### src/rtl/ysyx_22050243_pipe_pkg.sv
// Shared encodings for the pipeline sequencer.
// Fetch FSM states and the sequential PC increment.
package ysyx_22050243_pipe_pkg;

    typedef enum logic [1:0] {
        F_REQ  = 2'd0,
        F_WAIT = 2'd1,
        F_DROP = 2'd2
    } fetch_state_e;

    localparam int unsigned PC_INC = 4;

endpackage

### src/rtl/ysyx_22050243_sat_cnt.sv
// Saturating up-counter used for the stall/flush performance counters.
// Sticks at all-ones instead of wrapping.
module ysyx_22050243_sat_cnt #(
    parameter int CNT_WIDTH = 32
) (
    input  logic                 clk,
    input  logic                 rst_n,
    input  logic                 inc,
    output logic [CNT_WIDTH-1:0] count
);

    logic [CNT_WIDTH-1:0] count_q;
    logic [CNT_WIDTH-1:0] count_d;

    always_comb begin
        count_d = count_q;
        if (inc && (count_q != '1)) begin
            count_d = count_q + CNT_WIDTH'(1);
        end
    end

    always_ff @(posedge clk or negedge rst_n) begin
        if (!rst_n) begin
            count_q <= '0;
        end else begin
            count_q <= count_d;
        end
    end

    assign count = count_q;

endmodule

### src/rtl/ysyx_22050243_pipe_ctrl.sv
// Pipeline sequencer: merges stalls, redirects and traps into per-register
// hold/flush controls and runs the instruction-fetch handshake FSM.
module ysyx_22050243_pipe_ctrl
    import ysyx_22050243_pipe_pkg::*;
#(
    parameter int PC_WIDTH  = 32,
    parameter int CNT_WIDTH = 32
) (
    input  logic                 clk,
    input  logic                 rst_n,
    input  logic [PC_WIDTH-1:0]  pc,
    input  logic                 load_use_stall,
    input  logic                 mdu_busy,
    input  logic                 mem_req,
    input  logic                 mem_done,
    input  logic                 ex_redir,
    input  logic [PC_WIDTH-1:0]  ex_redir_pc,
    input  logic                 trap,
    input  logic [PC_WIDTH-1:0]  trap_pc,
    output logic                 if_req_valid,
    input  logic                 if_req_ready,
    input  logic                 if_resp_valid,
    output logic                 if_resp_ready,
    output logic                 pc_we,
    output logic [PC_WIDTH-1:0]  npc,
    output logic                 hold_ifid,
    output logic                 hold_idex,
    output logic                 hold_exmem,
    output logic                 flush_ifid,
    output logic                 flush_idex,
    output logic                 flush_exmem,
    output logic                 flush_memwb,
    output logic [CNT_WIDTH-1:0] cnt_stall,
    output logic [CNT_WIDTH-1:0] cnt_flush
);

    fetch_state_e        state_q, state_d;
    logic [PC_WIDTH-1:0] redir_pc_q, redir_pc_d;

    logic                mem_busy;
    logic                trap_acc;
    logic                br_acc;
    logic                redirect_acc;
    logic [PC_WIDTH-1:0] target;
    logic [PC_WIDTH-1:0] pc_inc;

    always_comb begin
        mem_busy     = mem_req & ~mem_done;
        trap_acc     = trap & ~mem_busy;
        br_acc       = ex_redir & ~mem_busy & ~mdu_busy & ~trap;
        redirect_acc = trap_acc | br_acc;
        target       = trap_acc ? trap_pc : ex_redir_pc;
        pc_inc       = pc + PC_WIDTH'(PC_INC);
    end

    always_comb begin
        hold_ifid     = 1'b0;
        hold_idex     = 1'b0;
        hold_exmem    = 1'b0;
        flush_ifid    = 1'b0;
        flush_idex    = 1'b0;
        flush_exmem   = 1'b0;
        flush_memwb   = 1'b0;
        if_req_valid  = 1'b0;
        if_resp_ready = 1'b0;
        pc_we         = 1'b0;
        npc           = pc_inc;
        state_d       = state_q;
        redir_pc_d    = redir_pc_q;

        if (trap_acc) begin
            flush_ifid  = 1'b1;
            flush_idex  = 1'b1;
            flush_exmem = 1'b1;
        end else if (mem_busy) begin
            hold_ifid   = 1'b1;
            hold_idex   = 1'b1;
            hold_exmem  = 1'b1;
            flush_memwb = 1'b1;
        end else if (mdu_busy) begin
            hold_ifid   = 1'b1;
            hold_idex   = 1'b1;
            flush_exmem = 1'b1;
        end else if (br_acc) begin
            flush_ifid = 1'b1;
            flush_idex = 1'b1;
        end else if (load_use_stall) begin
            hold_ifid  = 1'b1;
            flush_idex = 1'b1;
        end

        unique case (state_q)
            F_REQ: begin
                if_req_valid = ~redirect_acc;
                if (redirect_acc) begin
                    pc_we = 1'b1;
                    npc   = target;
                end else if (if_req_ready) begin
                    state_d = F_WAIT;
                end
            end
            F_WAIT: begin
                if_resp_ready = ~hold_ifid | redirect_acc;
                if (redirect_acc) begin
                    if (if_resp_valid) begin
                        pc_we   = 1'b1;
                        npc     = target;
                        state_d = F_REQ;
                    end else begin
                        redir_pc_d = target;
                        state_d    = F_DROP;
                    end
                end else if (if_resp_valid && if_resp_ready) begin
                    pc_we   = 1'b1;
                    state_d = F_REQ;
                end else if (!hold_ifid) begin
                    flush_ifid = 1'b1;
                end
            end
            F_DROP: begin
                // stale fetch still in flight; a held IF/ID is left untouched
                if_resp_ready = 1'b1;
                if (!hold_ifid) begin
                    flush_ifid = 1'b1;
                end
                if (if_resp_valid) begin
                    pc_we   = 1'b1;
                    npc     = redirect_acc ? target : redir_pc_q;
                    state_d = F_REQ;
                end else if (redirect_acc) begin
                    redir_pc_d = target;
                end
            end
            default: begin
                state_d = F_REQ;
            end
        endcase

        if (!rst_n) begin
            if_req_valid  = 1'b0;
            if_resp_ready = 1'b0;
            pc_we         = 1'b0;
            hold_ifid     = 1'b0;
            hold_idex     = 1'b0;
            hold_exmem    = 1'b0;
            flush_ifid    = 1'b1;
            flush_idex    = 1'b1;
            flush_exmem   = 1'b1;
            flush_memwb   = 1'b1;
        end
    end

    always_ff @(posedge clk or negedge rst_n) begin
        if (!rst_n) begin
            state_q    <= F_REQ;
            redir_pc_q <= '0;
        end else begin
            state_q    <= state_d;
            redir_pc_q <= redir_pc_d;
        end
    end

    ysyx_22050243_sat_cnt #(
        .CNT_WIDTH(CNT_WIDTH)
    ) u_cnt_stall (
        .clk  (clk),
        .rst_n(rst_n),
        .inc  (hold_ifid),
        .count(cnt_stall)
    );

    ysyx_22050243_sat_cnt #(
        .CNT_WIDTH(CNT_WIDTH)
    ) u_cnt_flush (
        .clk  (clk),
        .rst_n(rst_n),
        .inc  (redirect_acc),
        .count(cnt_flush)
    );

endmodule
### config.mk
export PLATFORM = sky130hd
export DESIGN_NAME = ysyx_22050243_pipe_ctrl
export DESIGN_NICKNAME = d
export VERILOG_FILES = /design/src/rtl/ysyx_22050243_pipe_pkg.sv /design/src/rtl/ysyx_22050243_sat_cnt.sv /design/src/rtl/ysyx_22050243_pipe_ctrl.sv
export SDC_FILE = /design/constraint.sdc
export NUM_CORES = 1
export LEC_CHECK = 0
export BUFFER_PORTS_ARGS = -buffer_cell sky130_fd_sc_hd__buf_2
export CORE_UTILIZATION = 30
export CTS_CLUSTER_SIZE = 10
export DETAILED_ROUTE_END_ITERATION = 7
export PLACE_DENSITY = 0.49
export SLEW_MARGIN = 20
export SYNTH_ARGS = -nofsm -noshare
export SYNTH_HDL_FRONTEND = slang
export SYNTH_SLANG_ARGS = --single-unit
### constraint.sdc
create_clock -name clk -period 7.8 [get_ports clk]
set_input_delay 1.95 -clock clk [delete_from_list [all_inputs] [get_ports clk]]
set_output_delay 1.95 -clock clk [all_outputs]
set_load 0.01 [all_outputs]
## Yosys cells after proc, flatten, opt, wreduce, memory -nomap -nowiden

Cells that the tools add are included.

| cells by class | value |
|---|---|
| add/sub/neg operators | 3 |
| equal/unequal tests | 11 |
| muxes and demuxes | 59 |
| bitwise operators | 13 |
| reduce and logical (&&, ||, !) cells | 7 |

Operators with widths:

| operator | number |
|---|---|
| 2-to-1 mux 32 bit | 9 |
| one-hot mux 32 bit (3 select lines) | 1 |
| adder 32 x 1 -> 32 bit, second input constant | 2 |
| != test 32 bit, second input constant | 2 |
| one-hot mux 32 bit (2 select lines) | 1 |
| 2-to-1 mux 1 bit | 38 |
| adder 32 x 3 -> 32 bit, second input constant | 1 |
| 2-to-1 mux 2 bit | 6 |
| != test 2 bit, second input constant | 6 |
| AND reduction 4 bit | 2 |
| NOT 1 bit | 6 |
| one-hot mux 2 bit (3 select lines) | 1 |
| AND 1 bit | 5 |
| one-hot mux 1 bit (2 select lines) | 2 |
| logical AND 1 bit | 3 |
| != test 3 bit, second input constant | 1 |
| one-hot mux 1 bit (3 select lines) | 1 |
| equality test 2 x 1 -> 1 bit, second input constant | 1 |
| equality test 2 bit, second input constant | 1 |
| logical NOT 2 bit | 1 |
| bitwise OR 1 bit | 2 |
| nonzero test 2 bit | 1 |

| word-level totals | value |
|---|---|
| register bits after elaboration | 98 |
| bits of input ports | 106 |
| output and inout port bits | 106 |
| word-level logic and storage cells | 97 |

## Longest topological paths before layout

Gate-level depths: netlist of the first run.

| logic depth | value |
|---|---|
| depth after elaboration | 17 |
| gate-level depth with buffers | 9 |

## Modules after synthesis

From an unflattened synthesis of the first run, not the netlist that was laid out.

| second synthesis, totals | value |
|---|---|
| cells, all modules | 826 |
| area total of the unflattened synthesis | 7133.1 um^2 |

Modules (own cells, without submodules):

| module | instances | cells an instance | area an instance (um^2) |
|---|---|---|---|
| ysyx_22050243_pipe_ctrl | 1 | 524 | 3885.0 |
| ysyx_22050243_sat_cnt | 2 | 151 | 1624.1 |

## Worst setup path before layout of the first run

Ideal clock, no wire load.

| timing | value |
|---|---|
| path kind | input -> output |
| start point | in mem_done |
| end point | out npc[0] |
| arrival time | 3292 ps |
| data required time | 5850 ps |
| slack | 2558 ps |
| stages | 7 |
| buffers on the path | 2 |
| cell sequence | nand2b_1 buf_4 nand2_2 buf_2 mux2i_1 o32ai_1 a221o_1 |

| on the way | value |
|---|---|
| cells in the longest elaborated chain, start to end | 10 |

Ends and longest elaborated chain:

| item | RTL line | RTL |
|---|---|---|
| start, declared | ysyx_22050243_pipe_ctrl.sv:15 | `input logic mem_done,` |
| NOT 1 bit * | ysyx_22050243_pipe_ctrl.sv:48 | `mem_busy = mem_req & ~mem_done;` |
| AND 1 bit * | ysyx_22050243_pipe_ctrl.sv:48 |  |
| NOT 1 bit * | ysyx_22050243_pipe_ctrl.sv:49, ysyx_22050243_pipe_ctrl.sv:50 |  |
| AND 1 bit (3 in a row) | ysyx_22050243_pipe_ctrl.sv:50 | `br_acc = ex_redir & ~mem_busy & ~mdu_busy & ~trap;` |
| bitwise OR 1 bit | ysyx_22050243_pipe_ctrl.sv:51 | `redirect_acc = trap_acc \| br_acc;` |
| 2-to-1 mux 32 bit | - |  |
| 2-to-1 mux 32 bit | ysyx_22050243_pipe_ctrl.sv:126 | `if (if_resp_valid) begin` |
| one-hot mux 32 bit (3 select lines) * | ysyx_22050243_pipe_ctrl.sv:92 | `unique case (state_q)` |
| end, declared | ysyx_22050243_pipe_ctrl.sv:25 | `output logic [PC_WIDTH-1:0] npc,` |

Every way passes the cells marked *; elsewhere a longest branch is shown, timed or not.

## Final worst setup path of the first run

| timing | value |
|---|---|
| start point | in mem_done |
| end point | out npc[1] |

Same word-level chain as after synthesis.

==> results_dict.tcl, run 1 <==
set metrics [dict create \
    cp_top_family "simple AND/OR/NAND/NOR gates" \
    crit_arrival_ns 4.42 \
    outcome "finished clean" \
    wl_per_cell_um 19.44 \
    synth-edff-count 0 \
    synthArstFlopShare_pct 100.0 \
    cp_cell_sequence "buf_2 > nand2b_1 > nand2_2 > mux2i_1 > o32ai_1 > a221o_1 > buf_2" \
    cts_tree "yes" \
    ys_seq_elements 98 \
    hp-class "flop to flop" \
    synth_area_per_cell_um2 8.874 \
    syn_inst 787 \
    critPathMostFrequentCell "buf_2" \
    synth_cell_types 74 \
    multi_input_area_um2 4304 \
    seqPwrFrac_pct 33.4 \
    final_common_cell "buf_2" \
    core_um2 22710 \
    crit_slowest_cell "nand2_2" \
    initial_core_util_pct 30.75 \
    finClkSkew_ns 0.009898 \
    cts.clk_slew.worst_paths_ns 0.07 \
    tns_ns 0 \
    crit_path_max_fanout 36 \
    max_stage_delay_ns 0.70 \
    antenna_left 0 \
    ctsHoldBuffers 0 \
    crit_path_start_kind "primary input" \
    leakagePower_uw 0.004006 \
    std_cell_rows 55 \
    pwr_density_cell_nw_per_um2 253.4 \
    gr-usage-met2_pct 33.76 \
    grt_overflow 0 \
    period_minus_slack_ns 6.369 \
    regArea_um2 2452 \
    antenna_found_initial 10 \
    grt_pass1_wl_um 38700 \
    max_slew_margin_pct 39.53 \
    hold_viol_final 0 \
    grt_use_total_pct 21.03 \
    final_nets 1084 \
    switchingPower_uw 925.6 \
    clkSinkCount 98 \
    dp_hpwl_um 17840 \
    die_area_um2 23900 \
    busiest_layer "met2" \
    worstMarginPinSlew_ns 0.9036 \
    die_width_um 154.6 \
    setup_viol 0 \
    clk_path_buf_depth 2 \
    viasPerCell 5.346 \
    final_cells 1270 \
    share_comb_of_total_power_pct 45.7 \
    vias 6789 \
    numPortBuffers 211 \
    cts_resized 0 \
    syn_area_um2 6984 \
    grt_max_degree 63 \
    drt_pass1_iterations 5 \
    cts_setup_buffers 0 \
    drtIter0Drc 350 \
    yosysWarnings 0 \
    grtUsageMet3_pct 5.436 \
    max_freq_mhz 157.0 \
    area_delta_synth_final_pct 23.20 \
    ctsHtreeMaxLevel 3 \
    drc_errors 0 \
    final_cell_mix "buf_2, dfrtp_1, nand2_1" \
    drt_wl_total_um 24690 \
    drive_gt1_share_pct 27.87 \
    switching_share_pct 42.45 \
    syn_nets 900 \
    synthFlopType "dfrtp_1" \
    dp_cells 1245 \
    gp_congestion 0.8216 \
    maxCapViolCount 0 \
    use_met1_pct 27.67 \
    cp-end-kind "output port" \
    numCtsBuffers 9 \
    ys_seq_area_share_pct 35.11 \
    clk_latency_ns 0.36 \
    io_pins 212 \
    clock_power_share_pct 20.9 \
    path_buf_inv 2 \
    peakVddDrop_v 0.0001249 \
    cts-root-buf "clkbuf_16" \
    whs_ns 0.4810 \
    die_y_um 154.6 \
    slew_viol_final 0 \
    cell_internal_pwr_uw 1255 \
    worstSetupPathType "primary input to output port" \
    grt_pass1_vias 6719 \
    cp_data_required_time_ns 5.85 \
    grt_setup_unrepaired "false" \
    fillCellCount 2421 \
    finalCritPeriodShare_pct 81.66 \
]
metal layers:
metal / wire [um] / part of all wire, %
met1: 11080 / 45
met2: 11240 / 46
met3: 1896 / 7.7
met4: 468 / 1.9
met5: 15 / 0.061
worst paths after layout:
check	startpoint	to	slack, ns	cells past startpoint
max in group asynchronous	rst_n	u_cnt_stall.count[25]	5.25	2
min in group asynchronous	rst_n	redir_pc_q[25]	1.64	1
hold / removal	redir_pc_q[15]	redir_pc_q[15]	0.48	2
setup / recovery	mem_done	npc[1]	1.43	7
setup reg to reg	state_q[1]	redir_pc_q[27]	5.60	6
hold reg to reg	redir_pc_q[15]	redir_pc_q[15]	0.48	2
layout make-up:
cell class / instances / share of cell area [%]
Clock buffer: 10 / 2.661
Tap cell: 285 / 4.144
Clock inverter: 6 / 0.6253
Multi-Input combinational cell: 627 / 50.02
Sequential cell: 98 / 28.50
Antenna cell: 9 / 0.2617
Timing Repair Buffer: 221 / 13.17
Inverter: 14 / 0.6107
Yosys cell counts, types with 3 or more instances:
master / n / share of area, %
a221o_1: 4 / 0.57
inv_1: 12 / 0.64
and4_1: 12 / 1.5
a22oi_1: 4 / 0.43
a221oi_1: 10 / 1.3
o2bb2ai_1: 9 / 1.1
and3_1: 29 / 2.6
a2bb2oi_1: 14 / 1.8
mux2_2: 3 / 0.48
a211oi_1: 14 / 1.5
dfrtp_1: 98 / 35
o21ai_0: 61 / 4.4
ha_1: 7 / 1.3
nand4_1: 31 / 2.8
a2111oi_0: 4 / 0.50
nand2_1: 80 / 4.3
xnor2_1: 64 / 8.0
buf_2: 18 / 1.3
nor3_1: 19 / 1.4
o22a_1: 7 / 0.88
mux2i_1: 15 / 2.1
nor4_4: 3 / 0.91
a31oi_1: 6 / 0.54
clkbuf_1: 27 / 1.5
nor2_1: 40 / 2.1
nor2b_1: 5 / 0.45
and2_1: 15 / 1.3
o32ai_1: 4 / 0.50
nand3_1: 46 / 3.3
o22ai_1: 8 / 0.72
nand4_4: 3 / 0.91
buf_4: 3 / 0.32
a21o_1: 6 / 0.64
xor2_1: 22 / 2.8
o21a_1: 8 / 0.86
o221ai_1: 4 / 0.50
nand2b_1: 4 / 0.36
a21oi_1: 26 / 1.9
cells by family after synthesis:
family / count (synthesis) / share of synthesized area (%)
and+or+nand+nor: 302 / 24.02
AOI/OAI and AO/OA: 214 / 22.38
DFF: 98 / 35.11
xor gates and xnor gates: 86 / 10.78
buffers and inverters: 62 / 3.816
muxes: 18 / 2.633
adders and majority gates: 7 / 1.254
power groups by stage:
| stage | combinational (uW) | clock, uW | sequential (uW) |
|---|---|---|---|
| 2_1_floorplan | 619 | 0 | 729 |
| 3_3_place_gp | 990 | 0 | 736 |
| 3_5_place_dp | 994 | 0 | 735 |
| 4_1_cts | 997 | 472 | 727 |
| 5_1_grt | 1110 | 493 | 749 |
| 6_report | 996 | 456 | 728 |
per-stage QoR:
stage / utilization [%] / instance area (um^2) / power (uW) / setup slack, ns
finish: 37.89 / 8605 / 2180 / 1.431
global route: 37.83 / 8592 / 2347 / 1.176
CTS: 37.72 / 8567 / 2196 / 1.348
detailed placement: 36.48 / 8284 / 1729 / 1.363
global placement: 36.46 / 8280 / 1726 / 1.358
floorplan: - / 6984 / 1348 / 2.558
worst min-delay path, cell delays in order, from the launching register on:
cell and delay (ns):
dfrtp_1 0.34, nand2_1 0.04, o21ai_0 0.06
state kept, by name, indices dropped and copies added (netlist names):
| register | cells |
|---|---|
| u_cnt_stall.count | 32 |
| u_cnt_flush.count | 32 |
| redir_pc_q | 32 |
| state_q | 2 |
Power figures use the tool's default switching activity.
==> run 2, diff against run 1 <==
--- a/config.mk
+++ b/config.mk
@@ -5,11 +5,12 @@
 export SDC_FILE = /design/constraint.sdc
 export NUM_CORES = 1
 export LEC_CHECK = 0
+export ABC_AREA = 1
 export BUFFER_PORTS_ARGS = -buffer_cell sky130_fd_sc_hd__buf_2
 export CORE_UTILIZATION = 30
 export CTS_CLUSTER_SIZE = 10
 export DETAILED_ROUTE_END_ITERATION = 7
-export PLACE_DENSITY = 0.49
+export PLACE_DENSITY = 0.48
 export SLEW_MARGIN = 20
 export SYNTH_ARGS = -nofsm -noshare
 export SYNTH_HDL_FRONTEND = slang
==> constraint.sdc (replaced) <==
create_clock -name clk -period 6.7 [get_ports clk]
set_input_delay 1.675 -clock clk [delete_from_list [all_inputs] [get_ports clk]]
set_output_delay 1.675 -clock clk [all_outputs]
set_load 0.01 [all_outputs]
==> results_dict.tcl, run 2 <==
set metrics [dict create \
    viasPerCell 4.797 \
    crit_path_start_kind "primary input" \
    wl_per_cell_um 15.10 \
    ctsHtreeMaxLevel 3 \
    hp-class "flop to flop" \
    core_um2 28160 \
    yosysWarnings 0 \
    grt_pass1_vias 9133 \
    diodes 0 \
    grt_max_degree 78 \
    peakVddDrop_v 0.0001079 \
    io_pins 212 \
    yosys.area.top_type "dfrtp_1" \
    ys_seq_elements 98 \
    yosysMostFrequentCell "nand2_1" \
    synth-edff-count 0 \
    crit_slowest_cell "buf_4" \
    synth_cell_types 38 \
    syn_nets 1589 \
    cts-root-buf "clkbuf_16" \
    syn_area_um2 8703 \
    pwr_density_cell_nw_per_um2 282.9 \
    synth_area_leaders "dfrtp_1, nand2_1, nor2_1" \
    drive_gt1_share_pct 16.71 \
    die_width_um 172.3 \
    drc_errors 0 \
    antenna_found_initial 0 \
    cp_data_required_time_ns 5.03 \
    synth_area_per_cell_um2 5.897 \
    clk_path_buf_depth 2 \
    cts_setup_buffers 0 \
    finalCritPeriodShare_pct 83.00 \
    leakagePower_uw 0.005303 \
    cts_tree "yes" \
    cts_resized 0 \
    synthArstFlopShare_pct 100.0 \
    grt_pass1_wl_um 48080 \
    grt_use_total_pct 20.72 \
    initial_core_util_pct 30.90 \
    dp_cells 2020 \
    ys_seq_area_share_pct 28.18 \
    synth_common_cells "nand2_1, nor2_1, inv_1" \
    final_cell_mix "nand2_1, nor2_1, buf_2" \
    drt_pass1_iterations 5 \
    worstSetupPathType "primary input to output port" \
    dp_hpwl_um 23450 \
    ctsHoldBuffers 0 \
    cts.clk_slew.worst_paths_ns 0.07 \
    finClkSkew_ns 0.01057 \
    clk_latency_ns 0.36 \
    drtIter0Drc 637 \
    std_cell_rows 61 \
    cp_top_family "simple AND/OR/NAND/NOR gates" \
    gp_congestion 0.8957 \
    cp_cell_sequence "buf_2 > inv_1 > nand2_4 > nand3_4 > nand2_2 > buf_4 > nand2_1 > nand2_1 > nand2_1 > inv_1 > nor2_1 > nand2_1 > nand2_1 > nand2_1 > nand2_1 > buf_2" \
    critPathMostFrequentCell "nand2_1" \
    crit_path_max_fanout 51 \
    die_area_um2 29700 \
    yosys.area.top_type_share_pct 28.18 \
    numCtsBuffers 9 \
    numPortBuffers 211 \
    worstMarginPinSlew_ns 0.8251 \
    outcome "finished clean" \
    tns_ns 0 \
    synthFlopType "dfrtp_1" \
    final_cells 2036 \
    final_nets 1766 \
    antenna_left 0 \
    die_y_um 172.3 \
    clkSinkCount 98 \
    grt_overflow 0 \
    slew_viol_final 0 \
    period_minus_slack_ns 5.561 \
    cp-end-kind "output port" \
    max_slew_margin_pct 44.93 \
    syn_inst 1476 \
    fillCellCount 3163 \
    area_delta_synth_final_pct 18.98 \
    crit_arrival_ns 3.89 \
    drt_wl_total_um 30740 \
    final_common_cell "nand2_1" \
    grt_setup_unrepaired "false" \
    path_buf_inv 5 \
    max_freq_mhz 179.8 \
    max_stage_delay_ns 0.43 \
    hold_viol_final 0 \
    setup_viol 0 \
    vias 9767 \
    maxCapViolCount 0 \
]
run 2: changes by cell type after synthesis, sizes merged, moves of 47 or more:
cell   previous run  this run
nand2            81       506
nor2             40       215
inv              13       156
xnor2            64         9
nand3            47       100
o21ai            63       110
run 2: tightest hold or removal path, cell delays in order (launching register included):
cell and delay [ns]:
dfrtp_1 0.34, nand2_1 0.05, o21ai_0 0.07
run 2: through the flow:
stage	worst slack (ns)	utilization, %	instance area (um^2)	total power [uW]	hold slack (ns)
floorplan	2.151	-	8703	1864	0.4457
global placement	1.205	35.72	10060	2395	0.4652
detailed placement	1.143	35.72	10060	2407	0.4791
CTS	1.137	36.77	10350	2962	0.4953
global route	0.8950	36.77	10350	3211	0.5478
finish	1.139	36.77	10350	2930	0.4934
run 2: where the power goes:
group / switching [uW] / internal, uW
clock: 269 / 272
combinational: 978 / 523
sequential: 129 / 759
run 2: cells by family after synthesis:
| logic type | share of synthesized area, % |
|---|---|
| AND/OR/NAND/NOR | 44.26 |
| buffers and inverters | 9.891 |
| AO/OA/AOI/OAI | 10.52 |
| flip-flops | 28.18 |
| XOR/XNOR | 6.139 |
| adder cells (fa/ha/maj) | 1.006 |
run 2: worst paths after layout:
path,start,endpoint,slack [ns],cells past startpoint
min in group asynchronous,rst_n,redir_pc_q[28],1.13,1
min reg2reg,redir_pc_q[13],redir_pc_q[13],0.49,2
max,mem_done,npc[17],1.14,16
min,redir_pc_q[13],redir_pc_q[13],0.49,2
max in group asynchronous,rst_n,u_cnt_flush.count[20],4.02,3
max reg2reg,u_cnt_stall.count[0],u_cnt_stall.count[26],4.02,10
run 2: final cells by class:
cell class	instances	area (um^2)	area share, %
Clock buffer	10	239.0	2.308
Multi-Input combinational cell	1163	5393	52.08
Timing Repair Buffer	223	1149	11.09
Inverter	158	593.1	5.727
Clock inverter	6	56.30	0.5437
Tap cell	378	473.0	4.567
Sequential cell	98	2452	23.68
run 2: metal layers:
| metal | global-route usage (%) | vias to the layer above | part of all wire (%) |
|---|---|---|---|
| li1 | - | 5025 | - |
| met5 | 0 | - | 0 |
| met3 | 2.083 | 32 | 4.8 |
| met4 | 5.887 | 0 | 1.8 |
| met2 | 34.29 | 246 | 46 |
| met1 | 28.43 | 4464 | 47 |
==> run 3, diff against run 2 <==
==> constraint.sdc (replaced) <==
create_clock -name clk -period 5.4 [get_ports clk]
set_input_delay 1.35 -clock clk [delete_from_list [all_inputs] [get_ports clk]]
set_output_delay 1.35 -clock clk [all_outputs]
set_load 0.01 [all_outputs]
==> results_dict.tcl, run 3 (synthesized netlist as in run 2, its figures left out) <==
set metrics [dict create \
    outcome "finished clean" \
    finalCritPeriodShare_pct 87.83 \
    max_freq_mhz 210.9 \
    final_cell_mix "nand2_1, nor2_1, buf_2" \
    peakVddDrop_v 0.0001880 \
    leakagePower_uw 0.005344 \
    hold_viol_final 0 \
    final_nets 1768 \
    drt_wl_total_um 30350 \
    min_delay_path_depth 2 \
    cp_cell_sequence "buf_2 > inv_1 > nand2_4 > nand2_4 > buf_4 > o21ai_0 > nand2_1 > nand3_1 > o21ai_0 > nand2_1 > o21ai_0 > buf_2" \
    vias 9839 \
    numCtsBuffers 9 \
    path_buf_inv 4 \
    antenna_left 0 \
    cp_data_required_time_ns 4.05 \
    grt_setup_unrepaired "false" \
    finClkSkew_ns 0.01451 \
    pwr_density_cell_nw_per_um2 360.5 \
    clk_latency_ns 0.35 \
    gp_congestion 0.9411 \
    whs_ns 0.4859 \
    cts-root-buf "clkbuf_16" \
    dp_hpwl_um 23380 \
    critPathLaunch "mem_done" \
    crit_arrival_ns 3.39 \
    cts_setup_buffers 0 \
    die_width_um 172.3 \
    endpoint "npc[23]" \
    rr_endpoint "redir_pc_q[4]" \
    drtIter0Drc 669 \
    numPortBuffers 211 \
    final_common_cell "nand2_1" \
    worstMarginPinSlew_ns 0.8064 \
    cts_tree "yes" \
    drive_gt1_share_pct 16.75 \
    core_um2 28160 \
    viasPerCell 4.828 \
    maxCapViolCount 0 \
    r2r_start "state_q[1]" \
    period_minus_slack_ns 4.743 \
    clkSinkCount 98 \
    grt_overflow 0 \
    grt_max_degree 78 \
    crit_path_start_kind "primary input" \
    wl_per_cell_um 14.89 \
    area_delta_synth_final_pct 19.93 \
    die_y_um 172.3 \
    drt_pass1_iterations 5 \
    std_cell_rows 61 \
    grt_pass1_vias 9176 \
    io_pins 212 \
    crit_slowest_cell "buf_4" \
    initial_core_util_pct 30.90 \
    max_stage_delay_ns 0.41 \
    hp-class "flop to flop" \
    cp_top_family "buffers and inverters" \
    ctsHtreeMaxLevel 3 \
    ctsHoldBuffers 0 \
    fillCellCount 3178 \
    cts.clk_slew.worst_paths_ns 0.06 \
    grt_use_total_pct 20.75 \
    reg2reg_slack_ns 2.69 \
    max_slew_margin_pct 46.16 \
    grt_pass1_wl_um 48130 \
    crit_path_max_fanout 41 \
    worstSetupPathType "primary input to output port" \
    tns_ns 0 \
    critPathMostFrequentCell "o21ai_0" \
    diodes 0 \
    cts_resized 0 \
    slew_viol_final 0 \
    power_uw 3763 \
    worstSetupPathDepth 12 \
    r2r_cells 8 \
    antenna_found_initial 0 \
    drc_errors 0 \
    die_area_um2 29700 \
    clk_path_buf_depth 2 \
    setup_viol 0 \
    cp-end-kind "output port" \
]
==> run 3: cell types whose count changed in the layout (fill, tap and decap cells not counted), sizes merged <==
cell / previous run / this run
inv: 160 / 158
clkinvlp: 1 / 0
clkbuf: 10 / 11
bufinv: 0 / 3
buf: 223 / 225
clkinv: 3 / 2
==> run 3: where the power goes <==
group | switching [uW] | internal [uW] | leakage [uW]
clock | 315 | 470 | 0.000171
combinational | 1220 | 652 | 0.00394
sequential | 162 | 941 | 0.00123
==> run 3: metrics by stage <==
step           setup slack, ns  std cells  util (%)  cell area [um^2]
5_1_grt                 0.4209       2038     37.06             10440
2_1_floorplan            1.501       1476         -              8703
3_5_place_dp            0.6103       2022     35.82             10090
6_report                0.6574       2038     37.06             10440
4_1_cts                 0.6097       2038     37.06             10440
3_3_place_gp            0.6136       2022     35.82             10090
==> run 3: how the worst min path moves through the flow <==
stage                               from        endpoint
after floorplan           redir_pc_q[13]  redir_pc_q[13]
after global placement    redir_pc_q[14]  redir_pc_q[14]
after detailed placement  redir_pc_q[13]  redir_pc_q[13]
after CTS                 redir_pc_q[13]  redir_pc_q[13]
after global routing      redir_pc_q[14]  redir_pc_q[14]
final                     redir_pc_q[13]  redir_pc_q[13]
==> run 3: area by class of cell <==
type                    instances  area (um^2)  share of cell area, %
well taps                     378        473.0                  4.531
inverters                     158        593.1                  5.682
multi-input cells            1163         5393                  51.67
flip-flops and latches         98         2452                  23.50
clock inverters                 5        107.6                  1.031
repair buffers                225         1176                  11.27
clock buffers                  11        242.7                  2.326
==> run 3: routing by layer <==
layer / up-vias / wire [um] / global-route usage, %
li1: 5029 / - / -
met1: 4499 / 14330 / 28.16
met2: 283 / 14040 / 35.26
met3: 28 / 1625 / 2.403
met4: 0 / 357 / 4.194
met5: - / 0 / 0
==> run 3: tightest hold or removal path, stage by stage, from the launching register on <==
cell and delay [ns]:
dfrtp_1 0.34, nand2_1 0.05, o21ai_0 0.06
